$ cat config.mk
export PLATFORM = sky130hd
export DESIGN_NAME = nios_system_onchip_mem_stream_reader_flat
export DESIGN_NICKNAME = d
export VERILOG_FILES = /design/src/rtl/nios_system_onchip_mem_stream_reader_if.sv /design/src/rtl/nios_system_onchip_mem_stream_reader.sv /design/src/flat_wrapper.sv
export SDC_FILE = /design/constraint.sdc
export NUM_CORES = 1
export LEC_CHECK = 0
export ABC_AREA = 1
export BUFFER_PORTS_ARGS = -buffer_cell sky130_fd_sc_hd__buf_2
export CAP_MARGIN = 20
export CORE_MARGIN = 2
export CORE_UTILIZATION = 55
export DETAILED_ROUTE_END_ITERATION = 6
export PLACE_DENSITY_LB_ADDON = 0.2
export SLEW_MARGIN = 20
export SYNTH_ARGS = -nofsm -noshare
export SYNTH_HDL_FRONTEND = slang
export SYNTH_SLANG_ARGS = --single-unit
$ cat constraint.sdc
create_clock -name clk -period 2.2 [get_ports clk]
set_input_delay 0.11 -clock clk [delete_from_list [all_inputs] [get_ports clk]]
set_output_delay 0.11 -clock clk [all_outputs]
set_load 0.1 [all_outputs]
$ cat src/rtl/nios_system_onchip_mem_stream_reader_if.sv
// Bus bundle for the on-chip memory stream reader.
// Carries the Avalon-MM read-master signals toward the RAM s1 port and the
// valid/ready output stream toward the sink.
//   master : the reader (drives mem_* requests and the out_* stream)
//   slave  : the RAM plus stream sink (drives mem_readdata and out_ready)
interface nios_system_onchip_mem_stream_reader_if #(
  parameter int ADDR_W = 13,
  parameter int DATA_W = 16
);
  logic [ADDR_W-1:0]   mem_address;
  logic                mem_chipselect;
  logic                mem_write;
  logic [DATA_W/8-1:0] mem_byteenable;
  logic                mem_clken;
  logic [DATA_W-1:0]   mem_readdata;
  logic [DATA_W-1:0]   out_data;
  logic                out_valid;
  logic                out_ready;
  logic                out_last;

  modport master (
    output mem_address, mem_chipselect, mem_write, mem_byteenable, mem_clken,
    output out_data, out_valid, out_last,
    input  mem_readdata, out_ready
  );

  modport slave (
    input  mem_address, mem_chipselect, mem_write, mem_byteenable, mem_clken,
    input  out_data, out_valid, out_last,
    output mem_readdata, out_ready
  );
endinterface

$ cat src/rtl/nios_system_onchip_mem_stream_reader.sv
// Avalon-MM read master that drains a block of words from the on-chip RAM
// (1-cycle read latency) and presents them as a valid/ready stream through a
// small FIFO, so reads run back-to-back while the sink keeps up.
// Ports:
//   clk, reset          : clock, asynchronous active-high reset
//   start, abort        : begin a transfer / cancel it and flush
//   base_addr, length   : first word address and word count (sampled on start)
//   busy, done          : transfer in progress / 1-cycle completion pulse
//   bus (master)        : mem_* read requests + mem_readdata, out_* stream
module nios_system_onchip_mem_stream_reader #(
  parameter int ADDR_W     = 13,
  parameter int DATA_W     = 16,
  parameter int FIFO_DEPTH = 4
) (
  input  logic              clk,
  input  logic              reset,
  input  logic              start,
  input  logic              abort,
  input  logic [ADDR_W-1:0] base_addr,
  input  logic [ADDR_W:0]   length,
  output logic              busy,
  output logic              done,
  nios_system_onchip_mem_stream_reader_if.master bus
);
  localparam int PTR_W = $clog2(FIFO_DEPTH);
  localparam int CNT_W = PTR_W + 1;

  typedef enum logic [1:0] {S_IDLE, S_ISSUE, S_DRAIN, S_DONE} state_t;

  state_t            state_q, state_d;
  logic [ADDR_W-1:0] addr_q, addr_d;
  logic [ADDR_W:0]   remaining_q, remaining_d;
  logic              inflight_q, inflight_d;
  logic              inflight_last_q, inflight_last_d;
  logic [PTR_W-1:0]  wr_ptr_q, wr_ptr_d, rd_ptr_q, rd_ptr_d;
  logic [CNT_W-1:0]  fifo_count_q, fifo_count_d;
  logic [DATA_W-1:0] fifo_data_q [FIFO_DEPTH];
  logic              fifo_last_q [FIFO_DEPTH];

  logic              issue, flush, push, pop, out_valid, head_last, credit;
  logic [CNT_W:0]    occupancy;

  // Buffered words plus the one possibly in flight must leave room for the
  // word this cycle's issue will return, since capture never stalls.
  assign occupancy = {1'b0, fifo_count_q} + {{CNT_W{1'b0}}, inflight_q};
  assign credit    = occupancy < (CNT_W+1)'(FIFO_DEPTH);
  assign out_valid = fifo_count_q != '0;
  assign head_last = fifo_last_q[rd_ptr_q];
  assign pop       = out_valid & bus.out_ready;
  assign push      = inflight_q & ~flush;

  always_comb begin
    state_d         = state_q;
    addr_d          = addr_q;
    remaining_d     = remaining_q;
    issue           = 1'b0;
    flush           = abort;
    case (state_q)
      S_IDLE: begin
        if (!abort && start) begin
          addr_d      = base_addr;
          remaining_d = length;
          state_d     = (length == '0) ? S_DONE : S_ISSUE;
        end
      end
      S_ISSUE: begin
        if (abort) begin
          state_d = S_IDLE;
        end else if (credit) begin
          issue       = 1'b1;
          addr_d      = addr_q + ADDR_W'(1);
          remaining_d = remaining_q - (ADDR_W+1)'(1);
          if (remaining_q == (ADDR_W+1)'(1)) state_d = S_DRAIN;
        end
      end
      S_DRAIN: begin
        if (abort) state_d = S_IDLE;
        else if (pop && head_last) state_d = S_DONE;
      end
      default: state_d = S_IDLE;
    endcase

    inflight_d      = issue;
    inflight_last_d = issue && (remaining_q == (ADDR_W+1)'(1));

    wr_ptr_d     = wr_ptr_q;
    rd_ptr_d     = rd_ptr_q;
    fifo_count_d = fifo_count_q;
    if (flush) begin
      wr_ptr_d     = '0;
      rd_ptr_d     = '0;
      fifo_count_d = '0;
    end else begin
      if (push) wr_ptr_d = wr_ptr_q + PTR_W'(1);
      if (pop)  rd_ptr_d = rd_ptr_q + PTR_W'(1);
      case ({push, pop})
        2'b10:   fifo_count_d = fifo_count_q + CNT_W'(1);
        2'b01:   fifo_count_d = fifo_count_q - CNT_W'(1);
        default: fifo_count_d = fifo_count_q;
      endcase
    end
  end

  always_ff @(posedge clk or posedge reset) begin
    if (reset) begin
      state_q         <= S_IDLE;
      addr_q          <= '0;
      remaining_q     <= '0;
      inflight_q      <= 1'b0;
      inflight_last_q <= 1'b0;
      wr_ptr_q        <= '0;
      rd_ptr_q        <= '0;
      fifo_count_q    <= '0;
    end else begin
      state_q         <= state_d;
      addr_q          <= addr_d;
      remaining_q     <= remaining_d;
      inflight_q      <= inflight_d;
      inflight_last_q <= inflight_last_d;
      wr_ptr_q        <= wr_ptr_d;
      rd_ptr_q        <= rd_ptr_d;
      fifo_count_q    <= fifo_count_d;
    end
  end

  // FIFO storage needs no reset: entries are only visible through out_valid.
  always_ff @(posedge clk) begin
    if (push) begin
      fifo_data_q[wr_ptr_q] <= bus.mem_readdata;
      fifo_last_q[wr_ptr_q] <= inflight_last_q;
    end
  end

  assign busy               = (state_q == S_ISSUE) || (state_q == S_DRAIN);
  assign done               = (state_q == S_DONE);
  assign bus.mem_address    = addr_q;
  assign bus.mem_chipselect = issue;
  assign bus.mem_write      = 1'b0;
  assign bus.mem_byteenable = '1;
  assign bus.mem_clken      = 1'b1;
  assign bus.out_valid      = out_valid;
  // Gate the head with valid so the stream reads zero whenever it is empty.
  assign bus.out_data       = out_valid ? fifo_data_q[rd_ptr_q] : '0;
  assign bus.out_last       = out_valid & head_last;
endmodule

$ cat src/flat_wrapper.sv
// flat-port wrapper written by rule: the top's interface ports become plain ports
module nios_system_onchip_mem_stream_reader_flat 
#(
  parameter int ADDR_W     = 13,
  parameter int DATA_W     = 16,
  parameter int FIFO_DEPTH = 4
)
  (clk, reset, start, abort, base_addr, length, busy, done, bus_mem_address, bus_mem_chipselect, bus_mem_write, bus_mem_byteenable, bus_mem_clken, bus_out_data, bus_out_valid, bus_out_last, bus_mem_readdata, bus_out_ready);
  nios_system_onchip_mem_stream_reader_if #(.ADDR_W(ADDR_W), .DATA_W(DATA_W)) bus_i ();
  input  logic clk;
  input  logic reset;
  input  logic start;
  input  logic abort;
  input  logic [ADDR_W-1:0] base_addr;
  input  logic [ADDR_W:0] length;
  output logic busy;
  output logic done;
  output wire logic [$bits(bus_i.mem_address)-1:0] bus_mem_address;
  output wire logic [$bits(bus_i.mem_chipselect)-1:0] bus_mem_chipselect;
  output wire logic [$bits(bus_i.mem_write)-1:0] bus_mem_write;
  output wire logic [$bits(bus_i.mem_byteenable)-1:0] bus_mem_byteenable;
  output wire logic [$bits(bus_i.mem_clken)-1:0] bus_mem_clken;
  output wire logic [$bits(bus_i.out_data)-1:0] bus_out_data;
  output wire logic [$bits(bus_i.out_valid)-1:0] bus_out_valid;
  output wire logic [$bits(bus_i.out_last)-1:0] bus_out_last;
  input wire logic [$bits(bus_i.mem_readdata)-1:0] bus_mem_readdata;
  input wire logic [$bits(bus_i.out_ready)-1:0] bus_out_ready;
  assign bus_mem_address = bus_i.mem_address;
  assign bus_mem_chipselect = bus_i.mem_chipselect;
  assign bus_mem_write = bus_i.mem_write;
  assign bus_mem_byteenable = bus_i.mem_byteenable;
  assign bus_mem_clken = bus_i.mem_clken;
  assign bus_out_data = bus_i.out_data;
  assign bus_out_valid = bus_i.out_valid;
  assign bus_out_last = bus_i.out_last;
  assign bus_i.mem_readdata = bus_mem_readdata;
  assign bus_i.out_ready = bus_out_ready;
  nios_system_onchip_mem_stream_reader #(.ADDR_W(ADDR_W), .DATA_W(DATA_W), .FIFO_DEPTH(FIFO_DEPTH)) u_core (.clk(clk), .reset(reset), .start(start), .abort(abort), .base_addr(base_addr), .length(length), .busy(busy), .done(done), .bus(bus_i));
endmodule
==> run metrics, run 1 <==
outcome=finished, final reports clean; initial antenna violation count=0; Max Slew Vio Count=0; die area=0.0108 mm^2; fillcell total=798; Setup crit end kind=output port; initial drt markers=254; number of setup violations in the final report=0; Top Family by Delay on Critical Path=buffers and inverters; Arr. time, crit path=1.94 ns; Yosys warning total=0; die height=104 um; maximum VDD drop=1.04 mV; RSZ-0062 raised after global routing=no; I/O pin cnt=86; CP Cell Sequence=inv_2, nor2_1, o21ai_0, a21oi_2, buf_2; Primary FF master, synth=edfxtp_1; Seq pwr share=28.5%; Antenna Violating Nets Remaining=0; worst endpoint required time=2.09 ns; CTS max path bufs=2; Synth async-reset ratio=35.8%; Worst Hold Slack=0.0369 ns; leakage=0.00286 uW; crit path launch type=flop; diodes inserted=0; PortBufs=81; cells after synthesis=632; post-route cell area=0.00657 mm^2; ratio of cells with drive above 1 in the final layout=21.5%; sw frac=56.4%; crit share post-route=93.2%; #FFs+latches synth=106; detailed placement HPWL=8290 um; total internal power=4340 uW; pwr/cell area=1520 mW/mm^2; Layout Cells excl Fill=867; Synth top cells by count=nand2_1 (152), nor2_1 (127), edfxtp_1 (68); combinational fraction of design power=60.0%; starting density of the core=56.4%; drc violations=0; cts bufs inserted=9; Final Core Density=67.5%; Cell Rows=36; final layout net count=789; vias in the first global route=4258; most common cell in the netlist=nand2_1; number of synthesized flops with an enable pin=68; Clock power frac=11.4%; post-CTS setup repair buffer count=0; first-pass GRT wire length=20100 um; post-synth cell types=35; clock-pin transition on the worst setup and hold timing paths=0.11 ns; post-synthesis sequential area ratio=54.5%; endpoints failing hold=0; critical path type=flop to output port; post-synth top area share=37.2%; post-route minimum period=2.05 ns; Core Box Area=0.00973 mm^2; Max Cap Viol=0; Fin Setup TNS=0 ns; Synth area leader=edfxtp_1; highest clock rate=0.488 GHz; Placer Congestion=0.860; P_sw=5610 uW; Worst Path Max Fanout=19; ranking of synthesized cells by area=edfxtp_1 (37%), dfrtp_1 (17%), nand2_1 (10%); Clock Latency Late Sink=0.37 ns; Total Routing Usage GR=22.9%; Clock Sinks=106; DIE WIDTH=104 um; CTS tree=yes; Avg Cell Area, Syn=8.68 um^2; Via Count=4444; Total Routed Length=12000 um; CP bufs+invs=2; CP max-delay cell=dfrtp_1; TritonRoute pass-1 iters=5; Post-Place Cells=834; Vias/cell=5.13; dpl cell area=0.00617 mm^2; CP peak stage delay=0.52 ns; Hold WC Path Type=primary input to flop; Area Overhead vs Synth=19.7%; global-route congestion overflow total=0; mapped cell area=0.00549 mm^2; CTS HTree Levels=3; CTS root buffer=clkbuf_8; Clock Skews=0.0120 ns; Routed WL per cell=13.9 um; largest net degree at the start of global routing=40
-- flip-flops by register name, summed over array words and instances, names as in the netlist --
name / flops
u_core.bus.mem_address: 13
u_core.inflight_last_q: 1
u_core.state_q: 2
u_core.remaining_q: 14
u_core.inflight_q: 1
u_core.rd_ptr_q: 2
u_core.fifo_data_q: 64
u_core.fifo_count_q: 3
u_core.wr_ptr_q: 2
u_core.fifo_last_q: 4
-- cell families after synthesis --
group | Yosys count | share of synthesized area [%]
AND/OR/NAND/NOR | 351 | 26.8
XOR/XNOR | 5 | 0.798
buffers and inverters | 76 | 6.61
adder cells (fa/ha/maj) | 12 | 2.87
AO/OA/AOI/OAI | 80 | 8.26
flip-flops | 106 | 54.5
other | 2 | 0.137
-- final timing paths --
check / from / depth (start not counted) / slack (ns) / end
max: u_core.rd_ptr_q[1]$_DFFE_PP0P_ / 5 / 0.15 / bus_out_data[3]
min: base_addr[2] / 5 / 0.04 / u_core.bus.mem_address[2]$_DFFE_PP0P_
max reg2reg: u_core.fifo_count_q[0]$_DFFE_PP0P_ / 9 / 0.23 / u_core.fifo_count_q[2]$_DFFE_PP0P_
min reg2reg: u_core.inflight_last_q$_DFF_PP0_ / 0 / 0.51 / u_core.fifo_last_q[0]$_DFFE_PP_
max in group asynchronous: reset / 4 / 1.45 / u_core.remaining_q[9]$_DFFE_PP0P_
min in group asynchronous: reset / 4 / 0.40 / u_core.bus.mem_address[8]$_DFFE_PP0P_
-- worst register-to-register path, delay by kind of cell (launching register included) --
| kind | cells | cell delay, ns |
|---|---|---|
| buffers and inverters | 1 | 0.06 |
| AO/OA/AOI/OAI | 1 | 0.08 |
| adder cells (fa/ha/maj) | 1 | 0.38 |
| AND/OR/NAND/NOR | 4 | 0.56 |
| XOR/XNOR | 2 | 0.35 |
| flip-flops | 1 | 0.45 |
-- power groups by stage --
stage	registers [uW]	clock network [uW]	logic (uW)
after floorplan	3610	0	4240
after global placement	2860	0	5740
after detailed placement	2870	0	5890
after CTS	2830	1170	5920
after global routing	2900	1250	6420
final	2840	1140	5970
-- stage by stage --
step / total power (uW) / worst slack (ns)
global placement: 8600 / 0.388
CTS: 9920 / 0.0277
detailed placement: 8760 / 0.269
floorplan: 7840 / 0.0642
global route: 10600 / 0.0206
finish: 9950 / 0.149
-- placed cells by master (no fill, tap or decap), types with 3 or more instances in the layout --
cell type / synthesis / final
nor2_2: 10 / 11
nor3_1: 4 / 4
clkbuf_4: 0 / 13
nand2_1: 152 / 152
buf_12: 0 / 3
nand2_4: 2 / 3
o21ai_0: 46 / 46
a21oi_4: 1 / 10
clkbuf_8: 0 / 9
nor2_1: 127 / 125
edfxtp_1: 68 / 68
a21oi_2: 0 / 7
clkinv_4: 0 / 3
dfrtp_1: 38 / 38
nand4_1: 6 / 6
nand3_1: 40 / 40
o21ai_2: 7 / 7
nand3b_1: 3 / 3
inv_2: 4 / 4
buf_4: 6 / 10
a21oi_1: 24 / 8
xnor2_1: 3 / 3
ha_1: 11 / 11
buf_2: 10 / 66
dlygate4sd3_1: 0 / 17
conb_1: 2 / 4
inv_1: 44 / 44
-- metal layers --
layer	vias up	routed length, um	global-route usage [%]
met5	-	0	0
met4	0	84	6.56
met3	10	404	3.38
met2	109	6150	39.4
met1	2081	5390	30.4
li1	2244	-	-
-- final cells by class --
class | count | area [um^2] | share of cell area (%)
clock buffer | 10 | 128 | 1.94
timing repair buffer | 110 | 744 | 11.3
clock inverter | 6 | 62.6 | 0.953
multi-input combinational | 452 | 2280 | 34.7
sequential | 106 | 2990 | 45.6
inverter | 50 | 190 | 2.90
tap | 133 | 166 | 2.53
-- timing repair --
action	4_1_cts	5_1_grt
gates resized for setup	1	14
hold buffers	17	0
pin swaps	0	0
setup endpoints to repair	1	13
endpoints found under the hold margin	102	0
No activity file was read; power rests on OpenSTA's default activity.
==> inputs of run 2 (changes only) <==
--- a/config.mk
+++ b/config.mk
@@ -11,6 +11,7 @@
 export CORE_MARGIN = 2
 export CORE_UTILIZATION = 55
 export DETAILED_ROUTE_END_ITERATION = 6
+export GPL_TIMING_DRIVEN = 0
 export PLACE_DENSITY_LB_ADDON = 0.2
 export SLEW_MARGIN = 20
 export SYNTH_ARGS = -nofsm -noshare
==> run metrics, run 2 (synthesis gave the netlist of run 1 again) <==
worst endpoint required time=2.09 ns (about the same); most common cell after layout, fill and taps aside=nand2_1; crit share post-route=94.2% (+0.97 points); detailed placement HPWL=9270 um (+12%); cts bufs inserted=9 (unchanged); Placer Congestion=0.880 (+2.3%); Max Slew Vio Count=0 (unchanged); worst-margin pin slew=0.622 ns; PortBufs=81 (unchanged); TritonRoute pass-1 iters=5 (unchanged); Cell Rows=36 (unchanged); CTS root buffer=clkbuf_8; fillcell total=762 (-4.5%); FF-to-FF path depth=9 (unchanged); starting density of the core=56.4% (unchanged); vias in the first global route=4633 (+8.8%); Fin Setup TNS=0 ns (unchanged); die height=104 um (unchanged); RSZ-0062 raised after global routing=no; final layout net count=808 (+2.4%); Worst Hold Slack=0.0320 ns (-0.00491 ns); die area=0.0108 mm^2 (unchanged); Vias/cell=5.24 (+2.3%); crit path launch type=flop; maximum VDD drop=1.14 mV (+9.2%); Setup crit end kind=output port; global-route congestion overflow total=0 (unchanged); DIE WIDTH=104 um (unchanged); highest clock rate=0.483 GHz (-1.0%); largest net degree at the start of global routing=30 (-25%); P_sw=5730 uW (+2.0%); ratio of cells with drive above 1 in the final layout=23.9% (+2.4 points); initial antenna violation count=0 (unchanged); Clock Skews=0.0109 ns (-0.00109 ns); leakage=0.00294 uW (+2.9%); critical path type=flop to output port; Worst Path Max Fanout=10 (-9); Hold WC Path Type=primary input to flop; first-pass GRT wire length=21800 um (+8.7%); number of setup violations in the final report=0 (unchanged); Register Area=0.00299 mm^2 (unchanged); clock-pin transition on the worst setup and hold timing paths=0.10 ns (about the same); sw frac=55.3% (-1.1 points); drc violations=0 (unchanged); Total Routed Length=13200 um (+9.6%); outcome=finished, final reports clean; CTS HTree Levels=3 (unchanged); Clock power frac=11.4% (about the same); Largest Register=u_core.fifo_data_q; Total Routing Usage GR=25.3% (+2.4 points); Worst slew margin=58.5%; Multi-input gate area=0.00229 mm^2 (+0.44%); post-CTS setup repair buffer count=0 (unchanged); CTS max path bufs=2 (unchanged); Routed WL per cell=14.9 um (+7.4%); Area Overhead vs Synth=22.9%; Clock Latency Late Sink=0.37 ns (about the same); total internal power=4620 uW (+6.6%); Max Cap Viol=0 (unchanged); Core Box Area=0.00973 mm^2 (unchanged); post-route minimum period=2.07 ns (+0.0213 ns); I/O pin cnt=86 (unchanged); combinational fraction of design power=61.2% (+1.2 points); pwr/cell area=1540 mW/mm^2 (+1.3%); CTS tree=yes; endpoints failing hold=0 (unchanged); Antenna Violating Nets Remaining=0 (unchanged); Clock Sinks=106 (unchanged); worst hold stages=5 (unchanged); diodes inserted=0 (unchanged); max FFs per register=64 (unchanged); Via Count=4639 (+4.4%); Arr. time, crit path=1.96 ns (+0.02 ns); initial drt markers=364 (+43%); most frequent cells in the layout=nand2_1 (152), nor2_1 (121), buf_2 (72), edfxtp_1 (68), o21ai_0 (46); Seq pwr share=27.4% (-1.1 points)
run 2: power by group through the flow:
stage          combinational, uW  clock, uW  sequential, uW
3_5_place_dp                6080          0            2870
5_1_grt                     6810       1280            2890
4_1_cts                     6230       1200            2820
2_1_floorplan               4240          0            3610
6_report                    6340       1180            2830
3_3_place_gp                5950          0            2850
run 2: worst max-delay path, cell delays in order, from the launching register on:
cell     delay [ns]
dfrtp_1        0.33
buf_2          0.21
inv_2          0.15
buf_2          0.23
nor2_1         0.13
o21ai_0        0.14
a21oi_4        0.16
buf_6          0.24
run 2: area by class of cell:
| type | instances | share of cell area, % |
|---|---|---|
| sequential | 106 | 44.4 |
| multi-input combinational | 452 | 34.0 |
| timing repair buffer | 103 | 10.7 |
| inverter | 50 | 2.89 |
| buffer | 26 | 2.78 |
| tap | 133 | 2.47 |
| clock buffer | 11 | 1.95 |
| clock inverter | 4 | 0.798 |
run 2: per-stage QoR:
stage / worst slack (ns) / total power [uW] / std cells / utilization [%] / instance area (um^2)
2_1_floorplan: 0.0642 / 7840 / 634 / - / 5640
3_3_place_gp: -0.0946 / 8800 / 848 / 63.8 / 6210
3_5_place_dp: 0.0367 / 8940 / 853 / 64.6 / 6290
4_1_cts: 0.0118 / 10300 / 885 / 68.8 / 6690
5_1_grt: 0.00284 / 11000 / 885 / 69.3 / 6740
6_report: 0.128 / 10400 / 885 / 69.3 / 6740
run 2: path summary, 6_finish.rpt:
| check | from | end | slack (ns) |
|---|---|---|---|
| min reg2reg | u_core.inflight_last_q$_DFF_PP0_ | u_core.fifo_last_q[0]$_DFFE_PP_ | 0.50 |
| max in group asynchronous | reset | u_core.remaining_q[0]$_DFFE_PP0P_ | 1.54 |
| max reg2reg | u_core.fifo_count_q[0]$_DFFE_PP0P_ | u_core.fifo_count_q[2]$_DFFE_PP0P_ | 0.19 |
| max | u_core.rd_ptr_q[1]$_DFFE_PP0P_ | bus_out_data[13] | 0.13 |
| min | base_addr[1] | u_core.bus.mem_address[1]$_DFFE_PP0P_ | 0.03 |
| min in group asynchronous | reset | u_core.bus.mem_address[8]$_DFFE_PP0P_ | 0.21 |
run 2: layer usage:
metal	vias up	share of wire (%)	wire length (um)	GRT usage (%)
met5	-	0	0	0
met4	0	1.4	184	7.63
met3	16	4.8	635	2.76
met2	152	52	6870	47.1
met1	2192	42	5510	30.8
li1	2279	-	-	-
run 2: repair_timing:
item | 4_1_cts | 5_1_grt
setup endpoints to repair | 17 | 17
hold endpoints to repair | 102 | 0
resized for setup | 20 | 17
hold buffers | 17 | 0
==> inputs of run 3 (changes only) <==
--- a/config.mk
+++ b/config.mk
@@ -8,7 +8,7 @@
 export ABC_AREA = 1
 export BUFFER_PORTS_ARGS = -buffer_cell sky130_fd_sc_hd__buf_2
 export CAP_MARGIN = 20
-export CORE_MARGIN = 2
+export CORE_MARGIN = 4
 export CORE_UTILIZATION = 55
 export DETAILED_ROUTE_END_ITERATION = 6
 export GPL_TIMING_DRIVEN = 0
==> run metrics, run 3 (synthesis gave the netlist of run 1 again) <==
outcome=finished, final reports clean; fillcell total=784 (+2.9%); clock-pin transition on the worst setup and hold timing paths=0.10 ns (about the same); Total Routed Length=13400 um (+1.7%); CP peak stage delay=0.37 ns (+0.04 ns); Crit Reg-Reg Startpoint=u_core.fifo_count_q[0]$_DFFE_PP0P_; Worst Path Max Fanout=10 (unchanged); Clock Latency Late Sink=0.37 ns (about the same); critical path type=flop to output port; Core Box Area=0.00973 mm^2 (unchanged); FF-to-FF path depth=9 (unchanged); crit share post-route=96.6% (+2.4 points); vias in the first global route=4479 (-3.3%); final layout net count=808 (unchanged); highest clock rate=0.470 GHz (-2.5%); CP Cell Sequence=clkbuf_4, clkbuf_1, nor2_1, o21ai_0, a21oi_4, buf_4; Clock Sinks=106 (unchanged); CP bufs+invs=3 (-1); CTS tree=yes; Area Overhead vs Synth=22.8% (about the same); Total Routing Usage GR=23.8% (-1.4 points); starting density of the core=56.4% (unchanged); initial antenna violation count=0 (unchanged); CTS max path bufs=2 (unchanged); pwr/cell area=1520 mW/mm^2 (-0.82%); diodes inserted=0 (unchanged); drc violations=0 (unchanged); post-CTS setup repair buffer count=0 (unchanged); Antenna Violating Nets Remaining=0 (unchanged); largest net degree at the start of global routing=24 (-20%); detailed placement HPWL=9370 um (+1.1%); cts bufs inserted=9 (unchanged); Hold WC Path Type=primary input to flop; leakage=0.00295 uW (+0.30%); I/O pin cnt=86 (unchanged); die area=0.0116 mm^2 (+7.8%); Hold Path End=u_core.bus.mem_address[1]$_DFFE_PP0P_; Worst Hold Slack=0.0316 ns (-0.000357 ns); Via Count=4638 (-0.022%); Top Family by Delay on Critical Path=buffers and inverters; worst hold stages=5 (unchanged); Max Slew Vio Count=0 (unchanged); DIE WIDTH=108 um (+3.9%); post-route minimum period=2.13 ns (+0.0534 ns); Clock Skews=0.0116 ns (+0.000666 ns); PortBufs=81 (unchanged); RR Endpoint=u_core.fifo_count_q[2]$_DFFE_PP0P_; Largest Register=u_core.fifo_data_q; max FFs per register=64 (unchanged); Design Power=10300 uW (-0.89%); number of setup violations in the final report=0 (unchanged); crit path launch type=flop; most frequent cells in the layout=nand2_1 (152), nor2_1 (121), buf_2 (72), edfxtp_1 (68), o21ai_0 (46); most common cell after layout, fill and taps aside=nand2_1; Setup crit end kind=output port; Placer Congestion=0.906 (+3.0%); global-route congestion overflow total=0 (unchanged); Worst Hold Launch=base_addr[1]; Routed WL per cell=15.1 um (+1.6%); ratio of cells with drive above 1 in the final layout=24.0% (+0.10 points); Max Cap Viol=0 (unchanged); CP max-delay cell=dfrtp_1; worst endpoint required time=2.09 ns (about the same); Worst slew margin=63.1% (+4.5 points); worst-margin pin slew=0.553 ns (-0.0680 ns); register-to-register path setup slack=0.20 ns (about the same); TritonRoute pass-1 iters=5 (unchanged); CTS root buffer=clkbuf_8; maximum VDD drop=1.12 mV (-2.2%); initial drt markers=265 (-27%); Arr. time, crit path=2.02 ns (+0.06 ns); endpoints failing hold=0 (unchanged); Vias/cell=5.23 (-0.13%); CTS HTree Levels=3 (unchanged); die height=108 um (+3.9%); crit path from=u_core.rd_ptr_q[1]$_DFFE_PP0P_; Cell Rows=36 (unchanged); first-pass GRT wire length=21600 um (-1.1%)
==> run 3: changes by cell type in the layout (fill, tap and decap cells not counted), moves of 2 or more <==
cell and delta:
clkinv_2 +3, clkbuf_4 +4, buf_8 +2, clkinvlp_4 -3
inv_6 +3, buf_4 -3, buf_6 -3
==> run 3: what timing repair did <==
item                       4_1_cts  5_1_grt
gates cloned                     0        0
hold buffers                    17        0
hold endpoints to repair        79        0
setup endpoints to repair       16       15
gates resized for setup         15       20
==> run 3: worst register-to-register path, cell delays in order, from the launching register on <==
cell,delay (ns)
dfrtp_1,0.45
nor2_1,0.27
nand2_4,0.11
nand3_2,0.12
inv_1,0.07
fa_1,0.38
xnor2_1,0.19
xor2_1,0.16
nand3_1,0.08
o21ai_0,0.09
==> run 3: worst max-delay path by stage <==
stage,end,cells after the start
CTS,bus_out_data[0],6
detailed placement,bus_out_data[6],6
global route,bus_out_data[7],7
global placement,u_core.fifo_data_q[2][8]$_DFFE_PP_,4
floorplan,bus_out_data[10],5
finish,bus_out_data[9],6
==> run 3: area by class of cell <==
| cell class | instances | area [um^2] | area share, % |
|---|---|---|---|
| sequential | 106 | 2990 | 44.4 |
| tap | 133 | 166 | 2.47 |
| inverter | 50 | 191 | 2.84 |
| multi-input combinational | 452 | 2290 | 34.0 |
| clock buffer | 9 | 124 | 1.84 |
| timing repair buffer | 103 | 736 | 10.9 |
| clock inverter | 7 | 50.0 | 0.743 |
| buffer | 26 | 186 | 2.77 |
==> run 3: per-layer routing <==
metal | vias to the layer above | part of all wire, % | track usage [%]
met2 | 111 | 51 | 41.6
li1 | 2277 | - | -
met4 | 0 | 1.4 | 7.21
met1 | 2233 | 43 | 30.2
met3 | 17 | 4.6 | 4.26
met5 | - | 0 | 0
==> run 3: where the power goes <==
group / switching (uW) / internal [uW]
sequential: 360 / 2480
clock: 694 / 421
combinational: 4690 / 1620
total: 5750 / 4510
==> run 3: through the flow <==
stage / cells / TNS (ns) / setup slack, ns / instance area (um^2) / util, %
floorplan: 634 / 0 / 0.0642 / 5640 / -
global placement: 848 / -4.68 / -0.0829 / 6210 / 63.8
detailed placement: 853 / 0 / 0.0439 / 6300 / 64.7
CTS: 886 / 0 / 0.000533 / 6680 / 68.6
global route: 886 / -0.0124 / -0.0111 / 6740 / 69.3
finish: 886 / 0 / 0.0744 / 6740 / 69.3
